===== config.mk =====
export PLATFORM = sky130hd
export DESIGN_NAME = block_ram_arbiter
export DESIGN_NICKNAME = d
export VERILOG_FILES = /design/src/rtl/block_ram_arbiter.sv
export SDC_FILE = /design/constraint.sdc
export NUM_CORES = 1
export LEC_CHECK = 0
export BUFFER_PORTS_ARGS = -buffer_cell sky130_fd_sc_hd__buf_2
export CORE_MARGIN = 1
export CORE_UTILIZATION = 40
export CTS_CLUSTER_SIZE = 30
export DETAILED_ROUTE_END_ITERATION = 10
export HOLD_SLACK_MARGIN = 0.02
export PLACE_DENSITY = 0.8
export SLEW_MARGIN = 5
export SYNTH_ARGS = -nofsm -noshare
export SYNTH_HDL_FRONTEND = slang
export SYNTH_SLANG_ARGS = --single-unit

===== constraint.sdc =====
create_clock -name clk -period 2.25 [get_ports clk]
set_clock_uncertainty 0.15 [all_clocks]
set_input_delay 0.225 -clock clk [delete_from_list [all_inputs] [get_ports clk]]
set_output_delay 0.225 -clock clk [all_outputs]
set_load 0.05 [all_outputs]

===== src/rtl/block_ram_arbiter.sv =====
// block_ram_arbiter: shares one single-port block RAM between clients A and B.
// Round-robin arbitration with an optional ownership lock for read-modify-write.
// The RAM port is driven combinationally from the winning client. Read data
// comes back through a registered path, two cycles after the grant.
//
// Handshake: x_gnt is combinational and means "this cycle's request is taken".
// A client keeps req/we/addr/wdata stable until it sees gnt=1. For a read
// granted in cycle T, x_rvalid pulses for exactly cycle T+2 and x_rdata holds
// the value from then until that client's next read completes.
module block_ram_arbiter #(
   parameter int RAM_WIDTH = 8,
   parameter int RAM_DEPTH = 256,
   parameter int ADDR_W    = $clog2(RAM_DEPTH)
) (
   input  logic                 clk,
   input  logic                 rst_n,
   input  logic                 a_req,
   input  logic                 a_we,
   input  logic                 a_lock,
   input  logic [ADDR_W-1:0]    a_addr,
   input  logic [RAM_WIDTH-1:0] a_wdata,
   output logic                 a_gnt,
   output logic                 a_rvalid,
   output logic [RAM_WIDTH-1:0] a_rdata,
   input  logic                 b_req,
   input  logic                 b_we,
   input  logic                 b_lock,
   input  logic [ADDR_W-1:0]    b_addr,
   input  logic [RAM_WIDTH-1:0] b_wdata,
   output logic                 b_gnt,
   output logic                 b_rvalid,
   output logic [RAM_WIDTH-1:0] b_rdata,
   output logic                 ram_we,
   output logic [ADDR_W-1:0]    ram_addr,
   output logic [RAM_WIDTH-1:0] ram_din,
   input  logic [RAM_WIDTH-1:0] ram_dout,
   output logic [1:0]           dbg_state
);

   typedef enum logic [1:0] {
      FREE   = 2'd0,
      LOCK_A = 2'd1,
      LOCK_B = 2'd2
   } state_t;

   state_t r_state;
   logic   r_last;      // 0 = A won last, 1 = B won last
   logic   r_pend;      // a read was granted last cycle
   logic   r_pend_tag;  // owner of that read: 0 = A, 1 = B
   logic   w_gnt_a;
   logic   w_gnt_b;

   // Grant decision: the lock owner has priority; in FREE the client not equal to last wins ties.
   always_comb begin
      w_gnt_a = 1'b0;
      w_gnt_b = 1'b0;
      if (rst_n) begin
         case (r_state)
            LOCK_A: begin
               if (a_req)                 w_gnt_a = 1'b1;
               else if (!a_lock && b_req) w_gnt_b = 1'b1;
            end
            LOCK_B: begin
               if (b_req)                 w_gnt_b = 1'b1;
               else if (!b_lock && a_req) w_gnt_a = 1'b1;
            end
            default: begin
               if (a_req && b_req) begin
                  w_gnt_a = r_last;
                  w_gnt_b = !r_last;
               end else begin
                  w_gnt_a = a_req;
                  w_gnt_b = b_req;
               end
            end
         endcase
      end
   end

   assign a_gnt     = w_gnt_a;
   assign b_gnt     = w_gnt_b;
   assign dbg_state = r_state;

   // RAM port mux: winner's command, all zeros when nobody is granted.
   always_comb begin
      ram_we   = 1'b0;
      ram_addr = '0;
      ram_din  = '0;
      if (w_gnt_a) begin
         ram_we   = a_we;
         ram_addr = a_addr;
         ram_din  = a_wdata;
      end else if (w_gnt_b) begin
         ram_we   = b_we;
         ram_addr = b_addr;
         ram_din  = b_wdata;
      end
   end

   // Arbitration FSM: lock state and round-robin pointer.
   always_ff @(posedge clk) begin
      if (!rst_n) begin
         r_state <= FREE;
         r_last  <= 1'b1;
      end else begin
         if (w_gnt_a)      r_last <= 1'b0;
         else if (w_gnt_b) r_last <= 1'b1;

         if (w_gnt_a && a_lock)                 r_state <= LOCK_A;
         else if (w_gnt_b && b_lock)            r_state <= LOCK_B;
         else if (r_state == LOCK_A && a_lock)  r_state <= LOCK_A;
         else if (r_state == LOCK_B && b_lock)  r_state <= LOCK_B;
         else                                   r_state <= FREE;
      end
   end

   // Read response pipeline: tag at grant, capture ram_dout one cycle later, pulse rvalid.
   always_ff @(posedge clk) begin
      if (!rst_n) begin
         r_pend     <= 1'b0;
         r_pend_tag <= 1'b0;
         a_rvalid   <= 1'b0;
         b_rvalid   <= 1'b0;
         a_rdata    <= '0;
         b_rdata    <= '0;
      end else begin
         r_pend     <= (w_gnt_a && !a_we) || (w_gnt_b && !b_we);
         r_pend_tag <= w_gnt_b;
         a_rvalid   <= r_pend && !r_pend_tag;
         b_rvalid   <= r_pend && r_pend_tag;
         if (r_pend && !r_pend_tag) a_rdata <= ram_dout;
         if (r_pend && r_pend_tag)  b_rdata <= ram_dout;
      end
   end

endmodule


== Yosys cells after proc, flatten, opt, wreduce, memory -nomap -nowiden ==
Cells that the tools add are included.
Cells by class
  multiplexer cells: 24
  shift-type cells: 0
  eq/ne operators: 2
  reductions and logical operators: 20
  div/mod/pow operators: 0
  bitwise logic cells: 1
  $add $sub $neg: 0
  order comparisons: 0
  multiply operators: 0
Operators with widths (number)
  two-way mux 8 bit: 4
  two-way mux 1 bit: 15
  logical AND 1 bit: 11
  zero test 1 bit: 6
  two-way mux 2 bit: 3
  one-hot mux 1 bit (2 select lines): 2
  equality test 2 x 1 -> 1 bit (second input constant): 1
  equality test 2 bit (second input constant): 1
  nonzero test 2 bit: 1
  OR reduction 2 bit: 1
  logical OR 1 bit: 1
  NOT 1 bit: 1
Storage, ports and cells
  register bits: 23
  output and inout port bits: 39
  bits in writable memories: 0
  memories kept: 0
  input port bits: 48
  latch bits: 0
  ROM bits: 0

== Depth between registers and ports, before layout ==
  word-level depth: 9
  mapped depth: 8
  depth with buffers taken out: 6

== Worst setup path before layout ==
Ideal clock, no wire load.
  path type: reg-to-output
  from: register r_state[0] (netlist: dbg_state[0])
  to: output ram_we
  arrival: 2.832 ns
  cell stages (with the launch flop): 7
  required time: 1.875 ns
  path buffers: 1
  slack: -0.957 ns
  cell sequence: dfxtp_1 inv_1 ha_1 mux2i_1 a221oi_4 buf_4 o21ai_0
Between the ends
  elaborated cells between the ends (all ways): 8
  those cells by class: eq/ne: 2; mux: 6
RTL lines
  from (decl): line 46  | state_t r_state;
  from (signal assigned): line 103  | r_state <= FREE;
  from (signal assigned): line 109  | if (w_gnt_a && a_lock) r_state <= LOCK_A;
  from (signal assigned): line 110  | else if (w_gnt_b && b_lock) r_state <= LOCK_B;
  equality test 2 bit / equality test 2 x 1 -> 1 bit (equally long branches): line 58  | case (r_state)
  one-hot mux 1 bit (2 select lines) *: line 58
  two-way mux 1 bit *: line 57  | if (rst_n) begin
  net a_gnt: line 22  | output logic a_gnt,
  two-way mux 1 bit *: line 89  | if (w_gnt_a) begin
  to (decl): line 33  | output logic ram_we,
The timed path passes the listed nets; every way through them passes the cells marked *.

== Final worst setup path ==
  from: register r_state[0] (netlist: dbg_state[0])
  to: output ram_din[7]
Between the ends
  cells in the longest elaborated chain, start to end: 5
  elaborated cells between the ends (all ways): 8
  those cells by class: eq/ne: 2; mux: 6
Ends and longest elaborated chain
  equality test 2 bit / equality test 2 x 1 -> 1 bit (equally long branches): line 58
  one-hot mux 1 bit (2 select lines): line 58
  two-way mux 1 bit: line 57
  two-way mux 8 bit: line 93  | end else if (w_gnt_b) begin
  two-way mux 8 bit *: line 89
  to (decl): line 35  | output logic [RAM_WIDTH-1:0] ram_din,
Every way passes the cells marked *; elsewhere a longest branch is shown, timed or not.

==> results.sh <==
export IMPL_status="complete, but fails checks"
export IMPL_violations="negative setup slack"
export IMPL_holdCritPathClass="in -> reg"
export IMPL_arrival_ps=2020
export IMPL_synthArstFlopShare_pct=0
export IMPL_drcViolationCount=0
export IMPL_crit_path_top_delay_cell="dfxtp_4"
export IMPL_timing_worst_slew_pin_value_ps=541
export IMPL_post_dp_cell_area_sq_mm=0.00176
export IMPL_cts_root_buf="clkbuf_4"
export IMPL_avgSynthCellArea_sq_um=8.78
export IMPL_holdPathStages=3
export IMPL_worstHoldStart="ram_dout[3]"
export IMPL_nNetsFinal=281
export IMPL_cts_buffers=3
export IMPL_ys_seq_elements=23
export IMPL_portBuffers=86
export IMPL_grt_usage_pct=22.2
export IMPL_ys_types=32
export IMPL_syn_cell_area_sq_mm=0.00119
export IMPL_die_h_um=56.6
export IMPL_hpwl_mm=2.60
export IMPL_min_to="a_rdata[3]$_SDFFE_PN0P_"
export IMPL_firstDrtPassIters=4
export IMPL_die_width_um=56.6
export IMPL_cp_required_ps=1880
export IMPL_yosys_warnings=0
export IMPL_cts_buffer_depth=2
export IMPL_cts_tree="done"
export IMPL_seqCellArea_sq_um=468
export IMPL_yosysSeqAreaShare_pct=38.6
export IMPL_drt_initial_drc_count=48
export IMPL_slowest_delay_ps=370
export IMPL_reg2reg_depth=8
export IMPL_drive_gt1_share_pct=53.5
export IMPL_routed_via_density=5.21
export IMPL_yosysMostFrequentCell="nand2_1"
export IMPL_cts_num_sinks=23
export IMPL_utilization_pct=71.9
export IMPL_htree_levels=1
export IMPL_path_cells="inv_1 > ha_4 > mux2i_2 > a221oi_4 > buf_12 > a22o_2 > buf_4"
export IMPL_ioPinCount=87
export IMPL_post_drt_wl_per_cell_um=13.7
export IMPL_clkLatencyLatePin_ps=320
export IMPL_synth_area_top_cells="dfxtp_1 (39%), a21boi_0 (10%), nand2_1 (9.4%), a22o_1 (7.3%), a22o_2 (5.0%)"
export IMPL_stdcell_count=261
export IMPL_rows=19
export IMPL_max_freq_ghz=0.417
export IMPL_ant_nets=0
export IMPL_syn_inst=136
export IMPL_multi_input_area_sq_um=782
export IMPL_slew_violations=0
export IMPL_hold_viol=0
export IMPL_netlist_area_leader_share_pct=38.6
export IMPL_ff2ff_setup_slack_ps=460
export IMPL_synth_edf_count=0
export IMPL_end_kind="output pin"
export IMPL_setup_tns_ps=-2280
export IMPL_post_place_ws_ps=73.8
export IMPL_gp_congestion=0.887
export IMPL_diodes=0
export IMPL_rr_endpoint="dbg_state[0]$_SDFF_PN0_"
export IMPL_yosysTopAreaCell="dfxtp_1"
export IMPL_synthToLayoutAreaGrowth_pct=67.5
export IMPL_core_sq_mm=0.00278
export IMPL_antenna_found_initial=0
export IMPL_vias=1360
export IMPL_routed_wl_mm=3.58
export IMPL_netlist_top_cells_count="nand2_1 (30), dfxtp_1 (23), a21boi_0 (16)"
export IMPL_final_area_sq_mm=0.00200
export IMPL_relSlewSlack_pct=63.9
export IMPL_grt_first_pass_wirelength_mm=5.55
export IMPL_leakagePower_nw=0.977
export IMPL_worstSetupPathType="reg -> out"
export IMPL_rsz0062_at_grt="yes"
export IMPL_finalCriticalPeriod_ps=2400
export IMPL_setup_viol=18
export IMPL_powerDensity_mw_per_mm2=535
export IMPL_clk_pin_slew_ps=130
export IMPL_grt_overflow_total=0
export IMPL_finalWorstSetupSlack_ps=-149
export IMPL_start_kind="flop"
export IMPL_dp_cells=246
export IMPL_max_vdd_ir_drop_mv=0.466
export IMPL_syn_num_nets=186
export IMPL_r2r_start="dbg_state[0]$_SDFF_PN0_"
export IMPL_synth_ff_type="dfxtp_1"
export IMPL_grt_pass1_vias=1275
export IMPL_grt_max_degree=24
export IMPL_cp_max_fo=23
export IMPL_start_util_pct=42.9
export IMPL_n_fill_cell=211
export IMPL_dieArea_sq_mm=0.00321
export IMPL_fin_crit_sh_pct=107
export IMPL_drv_cap=0
[cell usage in the layout, fill, tap and decap left out, types with 2 or more instances in the layout]
| master | count |
|---|---|
| buf_2 | 68 |
| nand2_1 | 30 |
| and3_4 | 2 |
| nand2b_1 | 3 |
| a22o_2 | 6 |
| buf_6 | 8 |
| dfxtp_4 | 2 |
| buf_4 | 11 |
| dfxtp_1 | 21 |
| a21boi_0 | 16 |
| nand3_1 | 8 |
| inv_1 | 8 |
| dlygate4sd3_1 | 9 |
| a31oi_1 | 2 |
| a22o_4 | 10 |
| clkbuf_4 | 3 |
| buf_8 | 2 |
[worst max path at each step]
stage | from | to | slack [ps] | depth (start not counted)
floorplan | dbg_state[1]$_SDFF_PP0_ | ram_addr[0] | 20 | 8
global placement | dbg_state[0]$_SDFF_PN0_ | ram_din[1] | 70 | 7
detailed placement | dbg_state[0]$_SDFF_PN0_ | ram_din[1] | 70 | 7
CTS | dbg_state[0]$_SDFF_PN0_ | ram_din[1] | -160 | 7
global route | dbg_state[0]$_SDFF_PN0_ | ram_din[7] | -220 | 7
finish | dbg_state[0]$_SDFF_PN0_ | ram_din[7] | -150 | 7
[routing by layer]
layer	track usage (%)	up-vias	part of all wire (%)
li1	-	673	-
met1	25.1	597	38
met2	43.2	81	53
met3	2.76	9	7.6
met4	5.23	0	1.0
met5	0	-	0
[layout make-up]
type | count | area share, %
Multi-Input combinational cell | 96 | 39.1
Timing Repair Buffer | 99 | 32.7
Sequential cell | 23 | 23.4
Tap cell | 31 | 1.94
Inverter | 8 | 1.50
Clock buffer | 3 | 1.13
Clock inverter | 1 | 0.250
[logic make-up (layout without fill, tap and decap cells)]
family | count (synthesis) | count (layout) | share of synthesized area (%)
flip-flops | 23 | 23 | 38.6
adder cells (fa/ha/maj) | 2 | 2 | 2.10
buffers and inverters | 18 | 111 | 7.65
AND/OR/NAND/NOR | 49 | 50 | 19.3
AO/OA/AOI/OAI | 43 | 43 | 31.6
multiplexers | 1 | 1 | 0.839
[worst max-delay path, delay by kind of cell, from the launching register on]
| family | cells | cell delay, ps |
|---|---|---|
| buffers and inverters | 3 | 430 |
| DFF | 1 | 370 |
| AOI/OAI and AO/OA | 2 | 370 |
| adders and majority gates | 1 | 300 |
| muxes | 1 | 260 |
[power breakdown]
part	internal [mW]	switching [mW]	leakage [nW]
Combinational	0.179	0.262	0.771
Sequential	0.423	0.0171	0.188
Clock	0.0665	0.122	0.0177
Total	0.668	0.402	0.977
[through the flow]
stage / power (mW) / hold WS, ps
3_3_place_gp: 0.831 / 299
5_1_grt: 1.12 / 23.6
3_5_place_dp: 0.832 / 294
4_1_cts: 1.06 / 20.3
2_1_floorplan: 0.728 / 158
6_report: 1.07 / 10.5
[flip-flops by register name (all words and copies together) (netlist names)]
name	flops
a_rdata	8
a_rvalid	1
b_rdata	8
b_rvalid	1
dbg_state	2
r_last	1
r_pend	1
r_pend_tag	1
[timing repair]
| action | in CTS | in global routing |
|---|---|---|
| hold buffers | 8 | 1 |
| hold endpoints to repair | 6 | 1 |
| cloned | 1 | 0 |
| pin swaps | 2 | 2 |
| endpoints found under the setup margin | 19 | 19 |
| resized for setup | 32 | 3 |
| setup buffers | 1 | 0 |
No activity file was read; power rests on OpenSTA's default activity.
